[config.mk]
export PLATFORM = sky130hd
export DESIGN_NAME = ib_fetch_writer
export DESIGN_NICKNAME = d
export VERILOG_FILES = /design/src/rtl/ib_fetch_writer_pkg.sv /design/src/rtl/ib_fetch_writer.sv
export SDC_FILE = /design/constraint.sdc
export NUM_CORES = 1
export LEC_CHECK = 0
export ABC_AREA = 1
export CAP_MARGIN = 10
export CORE_ASPECT_RATIO = 0.9
export CORE_MARGIN = 2
export CORE_UTILIZATION = 35
export DETAILED_ROUTE_END_ITERATION = 8
export PLACE_DENSITY = 0.66
export SLEW_MARGIN = 10
export SYNTH_ARGS = -nofsm -noshare
export SYNTH_HDL_FRONTEND = slang
export SYNTH_SLANG_ARGS = --single-unit
[constraint.sdc]
create_clock -name clk -period 3.35 [get_ports clk]
set_clock_uncertainty 0.2 [all_clocks]
set_input_delay 0.335 -clock clk [delete_from_list [all_inputs] [get_ports clk]]
set_output_delay 0.335 -clock clk [all_outputs]
set_load 0.01 [all_outputs]
[src/rtl/ib_fetch_writer_pkg.sv]
// Shared types for the instruction-buffer writer.
// IB entry layout, fetch FSM states and address helpers.
package ib_fetch_writer_pkg;

  localparam int          IB_ENTRY_W   = 65;
  localparam int          IB_EXC_BIT   = 64;
  localparam int          IB_PC_LSB    = 32;
  localparam int          IB_INST_LSB  = 0;
  localparam logic [31:0] DEF_RESET_PC = 32'hBFC0_0000;

  typedef enum logic [2:0] {
    ST_IDLE,
    ST_REQ,
    ST_WAIT,
    ST_PUSH_LO,
    ST_PUSH_HI,
    ST_DROP,
    ST_ERR
  } fetch_state_e;

  typedef struct packed {
    logic        exc;
    logic [31:0] pc;
    logic [31:0] inst;
  } ib_entry_t;

  function automatic ib_entry_t mk_entry(
    input logic        exc,
    input logic [31:0] pc,
    input logic [31:0] inst
  );
    ib_entry_t e;
    e.exc  = exc;
    e.pc   = pc;
    e.inst = inst;
    return e;
  endfunction

  function automatic logic [31:0] line_base(
    input logic [31:0] pc
  );
    return {pc[31:3], 3'b000};
  endfunction

endpackage

[src/rtl/ib_fetch_writer.sv]
// Instruction-buffer writer: fetches 64-bit pairs
// from the I-cache and pushes them as IB entries.
module ib_fetch_writer
  import ib_fetch_writer_pkg::*;
#(
  parameter logic [31:0] RESET_PC = DEF_RESET_PC,
  parameter int          ENTRY_W  = IB_ENTRY_W
) (
  input  logic               clk,
  input  logic               rst_,
  input  logic               stall,
  input  logic               flush,
  input  logic [31:0]        redirect_pc,
  output logic               icache_req,
  output logic [31:0]        icache_addr,
  input  logic               icache_gnt,
  input  logic               icache_rvalid,
  input  logic [63:0]        icache_rdata,
  output logic [ENTRY_W-1:0] fifo_in,
  output logic               fifo_w_en,
  input  logic               fifo_full
);

  fetch_state_e state_q, state_d;
  logic [31:0]  pc_q, pc_d;
  logic [63:0]  buf_q, buf_d;
  logic         err_done_q, err_done_d;
  logic         push_ok;
  ib_entry_t    entry;

  // State, fetch PC, response buffer and error-push flag
  always_ff @(posedge clk or negedge rst_) begin
    if (!rst_) begin
      state_q    <= ST_IDLE;
      pc_q       <= RESET_PC;
      buf_q      <= '0;
      err_done_q <= 1'b0;
    end else begin
      state_q    <= state_d;
      pc_q       <= pc_d;
      buf_q      <= buf_d;
      err_done_q <= err_done_d;
    end
  end

  // Next state, request and push generation; flush overrides all
  always_comb begin
    state_d     = state_q;
    pc_d        = pc_q;
    buf_d       = buf_q;
    err_done_d  = err_done_q;
    icache_req  = 1'b0;
    icache_addr = '0;
    fifo_w_en   = 1'b0;
    entry       = '0;
    push_ok     = ~fifo_full & ~stall & ~flush;

    unique case (state_q)
      ST_IDLE: state_d = ST_REQ;
      ST_REQ: begin
        if (pc_q[1:0] != 2'b00) begin
          state_d = ST_ERR;
        end else begin
          icache_req  = 1'b1;
          icache_addr = line_base(pc_q);
          if (icache_gnt) state_d = ST_WAIT;
        end
      end
      ST_WAIT: begin
        if (icache_rvalid) begin
          buf_d   = icache_rdata;
          state_d = pc_q[2] ? ST_PUSH_HI
                            : ST_PUSH_LO;
        end
      end
      ST_PUSH_LO: begin
        entry = mk_entry(1'b0, line_base(pc_q),
                         buf_q[31:0]);
        if (push_ok) begin
          fifo_w_en = 1'b1;
          state_d   = ST_PUSH_HI;
        end
      end
      ST_PUSH_HI: begin
        entry = mk_entry(1'b0, pc_q | 32'd4,
                         buf_q[63:32]);
        if (push_ok) begin
          fifo_w_en = 1'b1;
          pc_d      = line_base(pc_q) + 32'd8;
          state_d   = ST_REQ;
        end
      end
      ST_ERR: begin
        entry = mk_entry(1'b1, pc_q, 32'h0);
        if (push_ok && !err_done_q) begin
          fifo_w_en  = 1'b1;
          err_done_d = 1'b1;
        end
      end
      ST_DROP: begin
        if (icache_rvalid) state_d = ST_REQ;
      end
      default: state_d = ST_IDLE;
    endcase

    if (state_q != ST_ERR) err_done_d = 1'b0;

    if (flush) begin
      pc_d       = redirect_pc;
      err_done_d = 1'b0;
      unique case (state_q)
        ST_WAIT, ST_DROP:
          state_d = icache_rvalid ? ST_REQ
                                  : ST_DROP;
        ST_REQ:
          state_d = (icache_req && icache_gnt)
                    ? ST_DROP : ST_REQ;
        default: state_d = ST_REQ;
      endcase
    end

    fifo_in = fifo_w_en ? ENTRY_W'(entry) : '0;
  end

endmodule

==> flow_summary.json <==
{
  "status": "finished clean",
  "post_cts_resized": 0,
  "switching_share": 0.338,
  "nets": 1021,
  "clk-insertion-delay-late_ns": 0.36,
  "fin_util": 0.512,
  "num_vias": 5482,
  "rr_startpoint": "state_q[1]",
  "synth_area_mm2": 0.00579,
  "p_int_w": 0.00293,
  "gp_congestion": 0.919,
  "cp-start-kind": "flop",
  "n_fill_cell": 1562,
  "core_area_mm2": 0.0161,
  "die_width_um": 140,
  "p_comb_frac": 0.309,
  "fmax_ghz": 0.324,
  "ant_nets": 0,
  "crit_path_frequent_cell": "nand2_1",
  "crit_path_max_fanout": 36,
  "totalPowerFinal_w": 0.00443,
  "cp.buffers_inverters": 3,
  "netlist.area_leader.share": 0.394,
  "p_leak_nw": 3.47,
  "tightestPinTransition_ns": 0.637,
  "cts_tree": "yes",
  "cts_root_buf": "clkbuf_16",
  "htree_levels": 3,
  "cts_buffers": 9,
  "synth_top_flop_cell": "dfrtp_1",
  "timing.setup.critical_path_class": "reg -> out",
  "worstPathCellList": "inv_2, nand2_1, o21ai_0, nand2_1, and2_2, buf_12, a21oi_2, clkdlybuf4s50_1",
  "detail_route.wl_per_cell_um": 15.3,
  "cp.required_ns": 2.81,
  "grt_setup_unrepaired": "no",
  "cts_sinks": 100,
  "first_iter_violations": 332,
  "cts_max_path_buffers": 2,
  "worst_slack_ns": 0.267,
  "hold_viol": 0,
  "critPathCapture": "fifo_in[13]",
  "arrival_ns": 2.55,
  "io_pins": 202,
  "num_rows": 44,
  "path_delay_family": "buffers and inverters",
  "r2r_cells": 8,
  "setup_viol": 0,
  "die_h_um": 126,
  "clock_power_share": 0.252,
  "synth_cell_types": 34,
  "synth_common_cells": "nand2_1 (211), nor2_1 (113), dfrtp_1 (91)",
  "initial_core_util": 0.359,
  "gr-total-overflow": 0,
  "placed_cells": 1112,
  "wirelength_mm": 17.3,
  "drv_cap": 0,
  "period_needed_ns": 3.08,
  "power.switching_w": 0.00150,
  "antennaDiodeCount": 0,
  "min_path_type": "reg -> reg",
  "yosysSeqAreaShare": 0.434,
  "slew_headroom": 0.574,
  "grt.total_usage": 0.201,
  "rr_endpoint": "pc_q[15]",
  "syn_avg_cell_area_um2": 7.94,
  "max_stage_delay_ns": 0.58,
  "fin_tns_setup_ns": 0,
  "power_density_mw_per_mm2": 536,
  "synth_top_area_cell": "dfrtp_1",
  "die-area_mm2": 0.0176,
  "synth_seq_cells": 100,
  "vdd_drop_max_v": 0.000554,
  "syn_inst": 729,
  "critPathLaunch": "state_q[2]",
  "slew_violations": 0,
  "drt-vias-per-instance": 4.86,
  "syn_to_final_growth_pct": 42.8,
  "antenna_found_initial": 1,
  "async_flop_share": 1.00,
  "numPortBuffers": 198,
  "dp_hpwl_mm": 12.6,
  "final_cells": 1129,
  "clk_pin_slew_ns": 0.08,
  "first_global_vias": 5489,
  "crit_path_top_delay_cell": "clkdlybuf4s50_1",
  "worstSetupPathDepth": 8,
  "drive_above_1_share": 0.106,
  "min_period_over_period": 0.920,
  "first_pass_iters": 4,
  "synth_area_leaders": "dfrtp_1 (39%), nand2_1 (14%), mux2_1 (7.8%)",
  "drc": 0,
  "synth_enable_flop_cells": 0,
  "grt_pass1_wl_mm": 28.4,
  "dp_slack_ns": 0.345,
  "grt_max_degree": 65,
  "rrSetupSlack_ns": 0.85,
  "cp-end-kind": "output pin",
  "ys_warn_count": 0,
  "seqPwrFrac": 0.439,
  "yosysMostFrequentCell": "nand2_1"
}
==> cell type report <==
cell class	instances	area, µm²	share of cell area
multi-input cells	532	2820	0.341
flip-flops and latches	100	2510	0.304
repair buffers	209	2110	0.256
well taps	207	259	0.0314
inverters	65	244	0.0295
clock buffers	9	225	0.0273
clock inverters	7	82.6	0.0100
==> routing by layer <==
layer,part of all wire,up-vias,global-route usage
met4,0.015,2,0.0481
met1,0.45,2569,0.261
met2,0.44,192,0.319
met5,0.00075,-,0
li1,-,2694,-
met3,0.089,25,0.0783
==> metrics by stage <==
stage          cell area, µm²  hold slack, ns
5_1_grt                  8260           0.309
6_report                 8260           0.292
4_1_cts                  8260           0.297
2_1_floorplan            5790          -0.161
3_3_place_gp             7940           0.146
3_5_place_dp             7940           0.151
==> cells in the final DEF (no fill, tap or decap), types with 2 or more instances in the layout <==
cell type        count
a21oi_1             15
o21bai_1             3
a31oi_1              2
nor3_1               5
o211ai_1             7
o221ai_1             2
inv_1               56
conb_1               3
mux2_2              24
inv_2                9
dfrtp_1             91
inv_8                2
clkdlybuf4s50_1    197
nand2_1            211
buf_4                7
nor2_2               6
mux2_1              40
buf_12               4
nand3_1             40
dfstp_2              9
o21ai_0             24
nand4_1              2
nor2_1             113
a21oi_2             20
clkbuf_16            9
xor2_1               6
==> how the worst min path moves through the flow <==
stage,slack (ns),depth (start not counted),from,endpoint
2_1_floorplan,-0.16,0,rst_,buf_q[0]
3_3_place_gp,0.15,1,rst_,pc_q[30]
3_5_place_dp,0.15,1,rst_,pc_q[30]
4_1_cts,0.30,2,pc_q[28],pc_q[28]
5_1_grt,0.31,1,buf_q[8],buf_q[8]
6_report,0.29,1,buf_q[21],buf_q[21]
==> repair_timing <==
item                       in CTS  in global routing
hold endpoints to repair       33                  0
hold buffers                    1                  0
setup buffers                   0                  0
setup endpoints to repair       0                  0
==> power by group through the flow <==
stage	Combinational, W	Clock (W)	Sequential (W)
final	0.00137	0.00112	0.00195
after global routing	0.00152	0.00120	0.00201
after CTS	0.00139	0.00114	0.00195
after detailed placement	0.00138	0	0.00196
after global placement	0.00136	0	0.00195
after floorplan	0.000910	0	0.00188
==> sequential cells by signal, summed over array words and instances (netlist names) <==
| signal | flops |
|---|---|
| buf_q | 64 |
| state_q | 3 |
| err_done_q | 1 |
| pc_q | 32 |
==> logic make-up after synthesis <==
| family | Yosys count | synth area share |
|---|---|---|
| compound gates | 77 | 0.0867 |
| xor+xnor | 6 | 0.00908 |
| fa+ha+maj | 1 | 0.00216 |
| buf+inv | 99 | 0.0796 |
| flops | 100 | 0.434 |
| mux | 64 | 0.125 |
| other cells | 1 | 0.000648 |
| simple gates | 381 | 0.263 |
==> worst reg2reg max path: stages (launching register included) <==
cell and delay, ns:
dfrtp_1 0.44, inv_2 0.14, nand3_2 0.13, inv_2 0.49, nand2_1 0.20, nand2_1 0.24
buf_4 0.26, o21ai_1 0.11, o21bai_1 0.17
No activity file was read; power rests on OpenSTA's default activity.
